===== src/rtl/imem_load_pkg.sv =====
// Shared types for the instruction-memory loader: FSM states and stream byte width.
package imem_load_pkg;

  localparam int BYTE_W = 8;

  typedef enum logic [2:0] {
    IDLE  = 3'd0,
    LEN   = 3'd1,
    LO    = 3'd2,
    HI    = 3'd3,
    WRITE = 3'd4,
    CSUM  = 3'd5,
    ERR   = 3'd6
  } state_e;

  // States in which the loader consumes a stream byte.
  function automatic logic takes_byte(input state_e s);
    return (s == LEN) || (s == LO) || (s == HI) || (s == CSUM);
  endfunction

endpackage


===== src/rtl/imem_load_ctrl_if.sv =====
// Pin-side byte stream, CPU fetch address and instruction-memory port of the loader.
interface imem_load_ctrl_if #(
  parameter int ADDR_W  = 8,
  parameter int INSTR_W = 16
);

  logic                              load_start;
  logic                              byte_valid;
  logic                              byte_ready;
  logic [imem_load_pkg::BYTE_W-1:0]  byte_data;
  logic [ADDR_W-1:0]                 fetch_addr;
  logic [ADDR_W-1:0]                 mem_addr;
  logic                              mem_we;
  logic [INSTR_W-1:0]                mem_wdata;
  logic                              cpu_hold;
  logic                              load_done;
  logic                              load_err;

  modport master (
    output load_start, byte_valid, byte_data, fetch_addr,
    input  byte_ready, mem_addr, mem_we, mem_wdata, cpu_hold, load_done, load_err
  );

  modport slave (
    input  load_start, byte_valid, byte_data, fetch_addr,
    output byte_ready, mem_addr, mem_we, mem_wdata, cpu_hold, load_done, load_err
  );

endinterface


===== src/rtl/imem_load_ctrl.sv =====
// Loads {N, lo/hi byte pairs, xor checksum} into instruction memory while holding the
// CPU in reset; outside a session the CPU fetch address passes straight to the memory.
module imem_load_ctrl
  import imem_load_pkg::*;
#(
  parameter int ADDR_W  = 8,
  parameter int INSTR_W = 16
) (
  input  logic               clk,
  input  logic               reset,
  imem_load_ctrl_if.slave    bus
);

  state_e              state_r;
  state_e              state_nxt;
  logic [ADDR_W-1:0]   idx_r;
  logic [ADDR_W-1:0]   cnt_r;
  logic [ADDR_W-1:0]   idx_inc_s;
  logic [BYTE_W-1:0]   csum_r;
  logic [BYTE_W-1:0]   lo_r;
  logic [BYTE_W-1:0]   hi_r;
  logic                done_r;
  logic                err_r;
  logic                take_s;

  // A load_start in the same cycle wins over any offered byte.
  assign bus.byte_ready = takes_byte(state_r) && !bus.load_start;
  assign take_s         = bus.byte_valid && bus.byte_ready;
  assign idx_inc_s      = idx_r + ADDR_W'(1);

  assign bus.mem_addr   = (state_r == IDLE) ? bus.fetch_addr : idx_r;
  assign bus.mem_we     = (state_r == WRITE);
  assign bus.mem_wdata  = INSTR_W'({hi_r, lo_r});
  assign bus.cpu_hold   = (state_r != IDLE);
  assign bus.load_done  = done_r;
  assign bus.load_err   = err_r;

  // State register.
  always_ff @(posedge clk) begin
    if (reset) begin
      state_r <= IDLE;
    end else begin
      state_r <= state_nxt;
    end
  end

  // Next-state logic; count N wraps so that N=0 means a full 2**ADDR_W image.
  always_comb begin
    state_nxt = state_r;
    if (bus.load_start) begin
      state_nxt = LEN;
    end else begin
      case (state_r)
        IDLE:    state_nxt = IDLE;
        LEN:     state_nxt = take_s ? LO : LEN;
        LO:      state_nxt = take_s ? HI : LO;
        HI:      state_nxt = take_s ? WRITE : HI;
        WRITE:   state_nxt = (idx_inc_s == cnt_r) ? CSUM : LO;
        CSUM: begin
          if (take_s) begin
            state_nxt = (bus.byte_data == csum_r) ? IDLE : ERR;
          end else begin
            state_nxt = CSUM;
          end
        end
        ERR:     state_nxt = ERR;
        default: state_nxt = IDLE;
      endcase
    end
  end

  // Session datapath: index, count, checksum, staged bytes and sticky result flags.
  always_ff @(posedge clk) begin
    if (reset) begin
      idx_r  <= '0;
      cnt_r  <= '0;
      csum_r <= '0;
      lo_r   <= '0;
      hi_r   <= '0;
      done_r <= 1'b0;
      err_r  <= 1'b0;
    end else if (bus.load_start) begin
      idx_r  <= '0;
      csum_r <= '0;
      done_r <= 1'b0;
      err_r  <= 1'b0;
    end else begin
      case (state_r)
        LEN: begin
          if (take_s) begin
            cnt_r  <= ADDR_W'(bus.byte_data);
            idx_r  <= '0;
            csum_r <= bus.byte_data;
          end
        end
        LO: begin
          if (take_s) begin
            lo_r   <= bus.byte_data;
            csum_r <= csum_r ^ bus.byte_data;
          end
        end
        HI: begin
          if (take_s) begin
            hi_r   <= bus.byte_data;
            csum_r <= csum_r ^ bus.byte_data;
          end
        end
        WRITE: begin
          idx_r <= idx_inc_s;
        end
        CSUM: begin
          if (take_s) begin
            if (bus.byte_data == csum_r) begin
              done_r <= 1'b1;
            end else begin
              err_r  <= 1'b1;
            end
          end
        end
        default: begin
          idx_r <= idx_r;
        end
      endcase
    end
  end

endmodule


===== src/flat_wrapper.sv =====
// flat-port wrapper written by rule: the top's interface ports become plain ports
module imem_load_ctrl_flat import imem_load_pkg::*;
#(
  parameter int ADDR_W  = 8,
  parameter int INSTR_W = 16
)
  (clk, reset, bus_load_start, bus_byte_valid, bus_byte_data, bus_fetch_addr, bus_byte_ready, bus_mem_addr, bus_mem_we, bus_mem_wdata, bus_cpu_hold, bus_load_done, bus_load_err);
  imem_load_ctrl_if #(.ADDR_W(ADDR_W), .INSTR_W(INSTR_W)) bus_i ();
  input  logic clk;
  input  logic reset;
  input wire logic [$bits(bus_i.load_start)-1:0] bus_load_start;
  input wire logic [$bits(bus_i.byte_valid)-1:0] bus_byte_valid;
  input wire logic [$bits(bus_i.byte_data)-1:0] bus_byte_data;
  input wire logic [$bits(bus_i.fetch_addr)-1:0] bus_fetch_addr;
  output wire logic [$bits(bus_i.byte_ready)-1:0] bus_byte_ready;
  output wire logic [$bits(bus_i.mem_addr)-1:0] bus_mem_addr;
  output wire logic [$bits(bus_i.mem_we)-1:0] bus_mem_we;
  output wire logic [$bits(bus_i.mem_wdata)-1:0] bus_mem_wdata;
  output wire logic [$bits(bus_i.cpu_hold)-1:0] bus_cpu_hold;
  output wire logic [$bits(bus_i.load_done)-1:0] bus_load_done;
  output wire logic [$bits(bus_i.load_err)-1:0] bus_load_err;
  assign bus_i.load_start = bus_load_start;
  assign bus_i.byte_valid = bus_byte_valid;
  assign bus_i.byte_data = bus_byte_data;
  assign bus_i.fetch_addr = bus_fetch_addr;
  assign bus_byte_ready = bus_i.byte_ready;
  assign bus_mem_addr = bus_i.mem_addr;
  assign bus_mem_we = bus_i.mem_we;
  assign bus_mem_wdata = bus_i.mem_wdata;
  assign bus_cpu_hold = bus_i.cpu_hold;
  assign bus_load_done = bus_i.load_done;
  assign bus_load_err = bus_i.load_err;
  imem_load_ctrl #(.ADDR_W(ADDR_W), .INSTR_W(INSTR_W)) u_core (.clk(clk), .reset(reset), .bus(bus_i));
endmodule

===== config.mk =====
export PLATFORM = sky130hd
export DESIGN_NAME = imem_load_ctrl_flat
export DESIGN_NICKNAME = d
export VERILOG_FILES = /design/src/rtl/imem_load_pkg.sv /design/src/rtl/imem_load_ctrl_if.sv /design/src/rtl/imem_load_ctrl.sv /design/src/flat_wrapper.sv
export SDC_FILE = /design/constraint.sdc
export NUM_CORES = 1
export LEC_CHECK = 0
export ABC_AREA = 1
export CAP_MARGIN = 30
export CORE_UTILIZATION = 46
export CTS_CLUSTER_SIZE = 14
export DETAILED_ROUTE_END_ITERATION = 6
export GPL_TIMING_DRIVEN = 0
export PLACE_DENSITY_LB_ADDON = 0.3
export SYNTH_ARGS = -nofsm -noshare
export SYNTH_HDL_FRONTEND = slang
export SYNTH_SLANG_ARGS = --single-unit

===== constraint.sdc =====
create_clock -name clk -period 1.4 [get_ports clk]
set_clock_uncertainty 0.05 [all_clocks]
set_input_delay 0.28 -clock clk [delete_from_list [all_inputs] [get_ports clk]]
set_output_delay 0.28 -clock clk [all_outputs]
set_load 0.01 [all_outputs]

# Word-level counts from Yosys, hierarchy flattened
# Cells that the tools add are included.
# W data, S select, Z words.
totals:
  register_bits: 45
  input_bits: 20
op_classes:
  addsub: 1
  n_eq_ne: 10
  mux: 14
  bitwise: 3
  n_reduce_logical: 19
op_table:
  columns: ["op", "n"]
  rows:
  - ["$mux W8", 4]
  - ["$pmux W8 S2", 2]
  - ["$pmux W3 S6", 1]
  - ["$reduce_and A3 Y1", 6]
  - ["$eq A8 B8 Y1", 2]
  - ["$mux W3", 4]
  - ["$eq A3 B3 Y1 const B", 3]
  - ["$add A8 B1 Y8 const B", 1]
  - ["$xor A8 B8 Y8", 1]
  - ["$eq A3 B2 Y1 const B", 2]
  - ["$ne A2 B1 Y1 const B", 2]
  - ["$reduce_bool A2 Y1", 2]
  - ["$reduce_or A2 Y1", 2]
  - ["$eq A3 B1 Y1 const B", 1]
  - ["$logic_not A3 Y1", 1]
  - ["$logic_or A1 B1 Y1", 3]
  - ["$reduce_bool A3 Y1", 1]
  - ["$logic_and A1 B1 Y1", 2]
  - ["$mux W1", 2]
  - ["$mux W2", 1]
  - ["$not A1 Y1", 2]
  - ["$reduce_and A2 Y1", 1]
  - ["$logic_not A1 Y1", 1]

# Depth between registers and ports, before layout
# Gate-level depths: netlist (run 1).
logic_depth:
  ltp_word: 9
  ltp_mapped: 12
  ltp_nobuf: 12

# Least setup slack after synthesis (run 1)
# No wires, ideal clock.
synth_path:
  kind: "flip-flop to output port"
  startpoint: "register u_core.state_r[2]"
  endpoint: "output port bus_mem_addr[5]"
  arrival_ns: 1.214
  slack_ns: -0.144
  stages_incl_launch_ff: 6
  cell_sequence: "dfxtp_1 > inv_1 > nand2_1 > buf_2 > nor2_1 > a21oi_1"
synth_via:
  elab_chain_cells: 2
synth_rtl:
  columns: ["item", "line", "rtl"]
  rows:
  - ["start, declared", "imem_load_ctrl.sv:14", "state_e state_r;"]
  - ["start signal, assigned", "imem_load_ctrl.sv:43", "state_r <= state_nxt;"]
  - ["$logic_not A3 Y1", "imem_load_ctrl.sv:31", "assign bus.mem_addr = (state_r == IDLE) ? bus.fetch_addr : idx_r;"]
  - ["$mux W8", "imem_load_ctrl.sv:31", null]
  - ["end, declared", "flat_wrapper.sv:16", "output wire logic [$bits(bus_i.mem_addr)-1:0] bus_mem_addr;"]
# No other way between the ends.

# Worst setup path after layout (run 1)
layout_path:
  startpoint: "register u_core.state_r[1]"
  endpoint: "output port bus_mem_addr[1]"
# Same word-level chain as after synthesis.

==> results of run 1 <==
[layout make-up]
class                   instances  share of cell area [%]
clock inverters                 2                   0.256
clock buffers                   6                    1.85
well taps                      70                    2.24
plain buffers                  11                    2.94
repair buffers                 83                    19.1
inverters                      31                    3.48
flip-flops and latches         45                    23.6
multi-input cells             254                    46.5
[critical path, delay by kind of cell (launching register included)]
family        cells  cell delay, ns
flops             1            0.38
mux               1            0.32
simple gates      2            0.26
buf+inv           1            0.12
[worst min-delay path by stage]
stage | cells after the start | slack (ns) | endpoint | start
finish | 3 | 0.31 | u_core.lo_r[6] | bus_byte_data[6]
global route | 3 | 0.31 | u_core.hi_r[1] | bus_byte_data[1]
CTS | 2 | 0.41 | u_core.bus.load_err | u_core.bus.load_err
detailed placement | 2 | 0.40 | u_core.bus.load_err | u_core.bus.load_err
global placement | 2 | 0.39 | u_core.bus.load_err | u_core.bus.load_err
floorplan | 2 | 0.39 | u_core.lo_r[0] | bus_byte_data[0]
[synthesized netlist by cell type]
library cell  count
a21oi_1          45
a21oi_2           2
buf_2             3
buf_4             3
buf_6             3
clkbuf_1          3
clkinv_2          1
dfxtp_1          45
ha_1              1
inv_1            28
inv_2             1
inv_4             1
mux2_2            1
mux2i_1           4
nand2_1          69
nand2_2           6
nand2_4           4
nand3_1          43
nand3_2           3
nand4_1           2
nor2_1           26
nor2_2            6
nor2_4            2
nor2_8            1
nor3_1            3
nor3_2            1
o21ai_0          20
o21ai_1           3
o21bai_1          1
o22ai_1           1
xnor2_1           5
xor2_1            5
[power groups by stage]
stage | Sequential (uW) | Combinational (uW) | Clock (uW)
floorplan | 1320 | 183 | 0
global placement | 1330 | 338 | 0
detailed placement | 1330 | 344 | 0
CTS | 1290 | 422 | 795
global route | 1290 | 518 | 848
finish | 1290 | 487 | 794
[sequential cells by signal, summed over array words and instances, names as in the netlist]
register,count
u_core.idx_r,8
u_core.bus.load_done,1
u_core.cnt_r,8
u_core.lo_r,8
u_core.state_r,3
u_core.csum_r,8
u_core.bus.load_err,1
u_core.hi_r,8
[kinds of logic after synthesis]
group | synth area share (%)
mux | 2.11
buf+inv | 8.35
xor+xnor | 3.61
simple gates | 33.0
fa+ha+maj | 0.515
compound gates | 15.3
flops | 37.1
[through the flow]
stage / hold slack, ns / util [%] / setup WS (ns)
3_5_place_dp: 0.399 / 59.8 / -0.645
2_1_floorplan: 0.394 / - / 0.00444
6_report: 0.314 / 76.7 / -0.323
5_1_grt: 0.314 / 76.7 / -0.372
4_1_cts: 0.407 / 71.3 / -0.333
3_3_place_gp: 0.392 / 59.8 / -0.639
[metal layers]
| layer | wire length [um] | up-vias | track usage (%) |
|---|---|---|---|
| li1 | - | 1302 | - |
| met1 | 3200 | 1293 | 33.1 |
| met2 | 4030 | 126 | 50.4 |
| met3 | 544 | 25 | 4.82 |
| met4 | 297 | 0 | 14.5 |
| met5 | 0 | - | 0 |
[what timing repair did]
item                                   in CTS  in global routing
pin swaps                                  30                 27
endpoints found under the hold margin       0                  0
resized for setup                         190                 57
gates cloned                                5                  0
setup buffers                              20                 11
setup endpoints to repair                  72                 56
==> flow_metrics.py, run 1 <==
metrics = {
    "clock_network": {
        "cts.sink_count": 45,
        "clk_pin_slew_worst_paths_ns": 0.09,
        "cts_hold_buf": 0,
        "cts_buffer_depth": 2,
        "numCtsBuffers": 5,
        "number_of_h_tree_branching_levels": 2,
        "clk-insertion-delay-late_ns": 0.30,
        "cts.root.buffer_cell": "clkbuf_8",
        "cts_tree": "built",
    },
    "die": {
        "die_area_mm2": 0.00557,
        "dieWidth_um": 74.7,
        "rows": 26,
        "floorplan.initialDensity_pct": 47.6,
        "num_io_pins": 49,
        "floorplan.die.height_um": 74.7,
        "coreArea_mm2": 0.00511,
    },
    "finish": {
        "drive_gt1_share_pct": 46.3,
        "area_growth_syn_to_layout_pct": 61.3,
        "number_of_nets_in_the_final_layout": 452,
        "multi_input_area_mm2": 0.00182,
        "seq_area_um2": 923,
        "commonest_cells_after_routing_fill_and_taps_aside": "nand2_1, dfxtp_1, a21oi_2",
        "num_antenna_cells": 0,
        "fillerInstances": 348,
        "most_common_cell_after_layout_fill_and_taps_aside": "nand2_1",
        "final_cell_count_no_fill": 502,
        "final_area_mm2": 0.00392,
    },
    "timing": {
        "timing.final.ws_setup_ns": -0.323,
        "tightest_slew_ns": 0.651,
        "final_hold_fails": 0,
        "maxSlewHeadroom_pct": 56.6,
        "final_min_period_over_clock_period_pct": 123,
        "setup_repair_after_global_routing_missed_its_margin": "yes",
        "final.setup.tns_ns": -10.11,
        "final_critical_path_required_period_ns": 1.72,
        "setup_viol_count_final": 56,
        "slew_violations": 0,
        "maxClockFrequency_mhz": 580,
    },
    "yosys": {
        "synth_top_cells_by_area": "dfxtp_1, nand2_1, a21oi_1",
        "synth.net_count": 363,
        "ys_types": 32,
        "post-synth-top-area-fraction_pct": 37.1,
        "syn_avg_cell_area_um2": 7.10,
        "synth-seq-area-share_pct": 37.1,
        "postSynthCellCount": 342,
        "yosysWarnings": 0,
        "count_of_state_elements_after_synthesis": 45,
        "post_synth_top_area_cell": "dfxtp_1",
        "netlist_area_mm2": 0.00243,
    },
    "power": {
        "totalPowerFinal_uw": 2570,
        "vdd_drop_max_mv": 0.517,
        "comb_power_share_pct": 18.9,
        "internal_power_uw": 1850,
        "total_leakage_power_uw": 0.00166,
        "power.switching_uw": 726,
        "power.share.clock_pct": 30.9,
        "share_seq_of_total_power_pct": 50.2,
        "power_density_mw_per_mm2": 657,
        "switching_share_pct": 28.2,
    },
    "global_route": {
        "grt_pass1_wl_mm": 11.9,
        "grt.total_usage_pct": 28.5,
        "pin_count_of_the_biggest_net_entering_global_routing": 14,
        "antenna_violations_before_repair": 0,
        "grt_pass1_vias": 2628,
        "grt-ovfl-total": 0,
    },
    "routing": {
        "drt-total-wl_mm": 8.07,
        "vias_per_cell": 5.47,
        "first_pass_iters": 4,
        "postRouteAntennaNets": 0,
        "routed-via-count": 2746,
        "route.detailed.drc": 0,
        "wl_per_cell_um": 16.1,
        "drtIter0Drc": 159,
    },
    "critical_path": {
        "cp-endpoint": "bus_mem_addr[1]",
        "worst-path-max-fanout": 7,
        "timing.critical_path.slowest_cell_delay_ns": 0.38,
        "slowest_cell_on_the_critical_path": "dfxtp_4",
        "regToRegStartpoint": "u_core.state_r[1]",
        "worstSetupStartpoint": "u_core.state_r[1]",
        "critical_path_arrival_ns": 1.39,
        "critical_path_class": "flop to output pin",
        "start_kind": "flop",
        "worstPathRequired_ns": 1.07,
        "regToRegSetupSlack_ns": -0.28,
        "crit_chain": "nor2_4, nand2_4, mux2_4, buf_6",
        "crit-reg2reg-capture": "u_core.lo_r[5]",
        "worst_setup_path_end_kind": "output pin",
        "r2r.worst_path.cells": 10,
    },
    "placed_design": {
        "placement.io_buffers": 48,
        "place_hpwl_mm": 4.46,
        "place.gp.congestion": 0.891,
        "dpl.cell_count": 460,
        "dpl_cell_area_mm2": 0.00305,
    },
    "worst_hold_path": {
        "worstHoldPathType": "primary input to flop",
    },
    "run_status": {
        "failed_checks": "negative setup slack",
        "outcome": "finished with violations",
    },
    "run": {
        "maxCapViolCount": 0,
    },
}
(Power assumes the default switching activity.)
==> inputs of run 2 (changes only) <==
--- a/config.mk
+++ b/config.mk
@@ -7,10 +7,10 @@
 export LEC_CHECK = 0
 export ABC_AREA = 1
 export CAP_MARGIN = 30
+export CORE_ASPECT_RATIO = 0.5
 export CORE_UTILIZATION = 46
 export CTS_CLUSTER_SIZE = 14
 export DETAILED_ROUTE_END_ITERATION = 6
-export GPL_TIMING_DRIVEN = 0
 export PLACE_DENSITY_LB_ADDON = 0.3
 export SYNTH_ARGS = -nofsm -noshare
 export SYNTH_HDL_FRONTEND = slang
==> run 2 against run 1 <==
Net effect:
- the run ends with design-rule violations, negative setup slack left
- die area up 0.32%
- first-iteration DRC count up 100%
- maximum frequency is 4.5% lower
- sequential cell count is the same
- combinational power up 33%
- cell count grew 6.6%
- worst hold slack gained 0.10 ns
- via count rose by 26%
- critical path type is now flop to flop
- largest power group unchanged
==> flow_metrics.py, run 2 (same netlist as run 1, synthesis figures left out) <==
metrics = {
    "run_status": {
        "outcome": "finished with violations",
        "failed_checks": "design-rule violations, negative setup slack",
    },
    "die": {
        "coreArea_mm2": 0.00500,
        "rows": 18,
        "floorplan.die.height_um": 53.4,
        "num_io_pins": 49,
        "die_area_mm2": 0.00559,
        "dieWidth_um": 105,
        "floorplan.initialDensity_pct": 48.6,
    },
    "global_route": {
        "pin_count_of_the_biggest_net_entering_global_routing": 16,
        "grt_pass1_wl_mm": 14.2,
        "antenna_violations_before_repair": 0,
        "grt.total_usage_pct": 33.5,
        "grt_pass1_vias": 2932,
        "grt-ovfl-total": 0,
    },
    "clock_network": {
        "cts.root.buffer_cell": "clkbuf_8",
        "cts_hold_buf": 0,
        "cts.sink_count": 45,
        "cts_buffer_depth": 2,
        "clk_pin_slew_worst_paths_ns": 0.11,
        "numCtsBuffers": 5,
        "number_of_h_tree_branching_levels": 2,
        "clk-insertion-delay-late_ns": 0.33,
        "cts_tree": "built",
    },
    "finish": {
        "most_common_cell_after_layout_fill_and_taps_aside": "buf_4",
        "multi_input_area_mm2": 0.00215,
        "seq_area_um2": 926,
        "fillerInstances": 168,
        "layout.core_utilization_pct": 91.9,
        "drive_gt1_share_pct": 58.5,
        "final_cell_count_no_fill": 535,
        "area_growth_syn_to_layout_pct": 89.2,
        "number_of_nets_in_the_final_layout": 485,
        "commonest_cells_after_routing_fill_and_taps_aside": "buf_4, nand2_1, a21oi_2",
        "num_antenna_cells": 0,
    },
    "critical_path": {
        "worstPathRequired_ns": 1.60,
        "worstSetupStartpoint": "u_core.idx_r[0]",
        "critical_path_class": "flop to flop",
        "worst_setup_path_end_kind": "flop",
        "critical_path_arrival_ns": 2.01,
        "worst-path-max-fanout": 4,
        "worst-path-buf-inv": 0,
        "crit_chain": "ha_4, xor2_1, nor2_1, nand3_2, nor3_2, nand4_1, a21oi_1",
        "timing.critical_path.slowest_cell_delay_ns": 0.38,
        "slowest_cell_on_the_critical_path": "dfxtp_4",
        "start_kind": "flop",
        "cpLargestDelayFamily": "simple AND/OR/NAND/NOR gates",
        "regToRegStartpoint": "u_core.idx_r[0]",
    },
    "timing": {
        "maxClockFrequency_mhz": 554,
        "timing.final.ws_setup_ns": -0.405,
        "maxSlewHeadroom_pct": 67.7,
        "tightest_slew_ns": 0.483,
        "setup_repair_after_global_routing_missed_its_margin": "yes",
        "hold_ws_ns": 0.417,
        "final_critical_path_required_period_ns": 1.81,
        "final_min_period_over_clock_period_pct": 129,
        "final.setup.tns_ns": -13.72,
        "slew_violations": 0,
        "final_hold_fails": 0,
        "setup_viol_count_final": 57,
    },
    "run": {
        "maxCapViolCount": 0,
    },
    "routing": {
        "drtIter0Drc": 321,
        "vias_per_cell": 6.45,
        "routed-via-count": 3449,
        "postRouteAntennaNets": 0,
        "wl_per_cell_um": 23.6,
        "route.detailed.drc": 2,
        "drt-total-wl_mm": 12.6,
        "first_pass_iters": 7,
    },
    "power": {
        "vdd_drop_max_mv": 0.620,
        "switching_share_pct": 32.4,
        "power_density_mw_per_mm2": 620,
        "total_leakage_power_uw": 0.00189,
        "power.switching_uw": 924,
        "power.share.clock_pct": 31.8,
        "internal_power_uw": 1930,
        "share_seq_of_total_power_pct": 45.6,
        "comb_power_share_pct": 22.7,
    },
    "worst_hold_path": {
        "worstHoldPathType": "primary input to flop",
        "hp-start": "bus_byte_data[0]",
    },
    "placed_design": {
        "placement.io_buffers": 48,
        "place.gp.congestion": 0.862,
        "placement.setup.worst_slack_ns": -0.468,
        "place_hpwl_mm": 5.43,
        "dpl.cell_count": 503,
    },
}
## run 2: worst paths after layout
path                                           to  slack [ns]  depth (start not counted)
worst min register to register     u_core.lo_r[5]        0.45                          2
worst min-delay path               u_core.lo_r[0]        0.42                          4
worst max register to register  u_core.state_r[2]       -0.41                          7
worst max-delay path            u_core.state_r[2]       -0.41                          7
## run 2: power groups by stage
| stage | Clock, uW | Combinational (uW) | Sequential [uW] |
|---|---|---|---|
| detailed placement | 0 | 416 | 1330 |
| global placement | 0 | 405 | 1330 |
| floorplan | 0 | 183 | 1320 |
| finish | 905 | 646 | 1300 |
| CTS | 849 | 505 | 1300 |
| global route | 922 | 666 | 1300 |
## run 2: repair_timing
item | in CTS | in global routing
gates cloned | 2 | 1
hold endpoints to repair | 0 | 0
pin swaps | 33 | 47
setup buffers | 8 | 15
endpoints found under the setup margin | 74 | 56
resized for setup | 189 | 114
## run 2: metrics by stage
| stage | power [uW] | area (um2) |
|---|---|---|
| after CTS | 2650 | 3990 |
| final | 2850 | 4600 |
| after floorplan | 1510 | 2490 |
| after detailed placement | 1740 | 3440 |
| after global placement | 1730 | 3440 |
| after global routing | 2890 | 4600 |
## run 2: worst register-to-register path, delay by kind of cell (launching register included)
family | cells | cell delay (ns)
xor+xnor | 1 | 0.14
simple gates | 4 | 0.69
compound gates | 1 | 0.24
fa+ha+maj | 1 | 0.24
flops | 1 | 0.38
## run 2: per-layer routing
| layer | track usage, % | up-vias | part of all wire, % |
|---|---|---|---|
| li1 | - | 1385 | - |
| met1 | 35.3 | 1573 | 34 |
| met2 | 61.1 | 348 | 46 |
| met3 | 9.36 | 143 | 12 |
| met4 | 22.5 | 0 | 8.3 |
| met5 | 0 | - | 0 |
## run 2: final cells by class
type / count / share of cell area, %
Inverter: 31 / 3.02
Multi-Input combinational cell: 256 / 46.8
Sequential cell: 45 / 20.1
Tap cell: 70 / 1.91
Clock buffer: 5 / 1.50
Clock inverter: 3 / 0.490
Timing Repair Buffer: 125 / 26.1
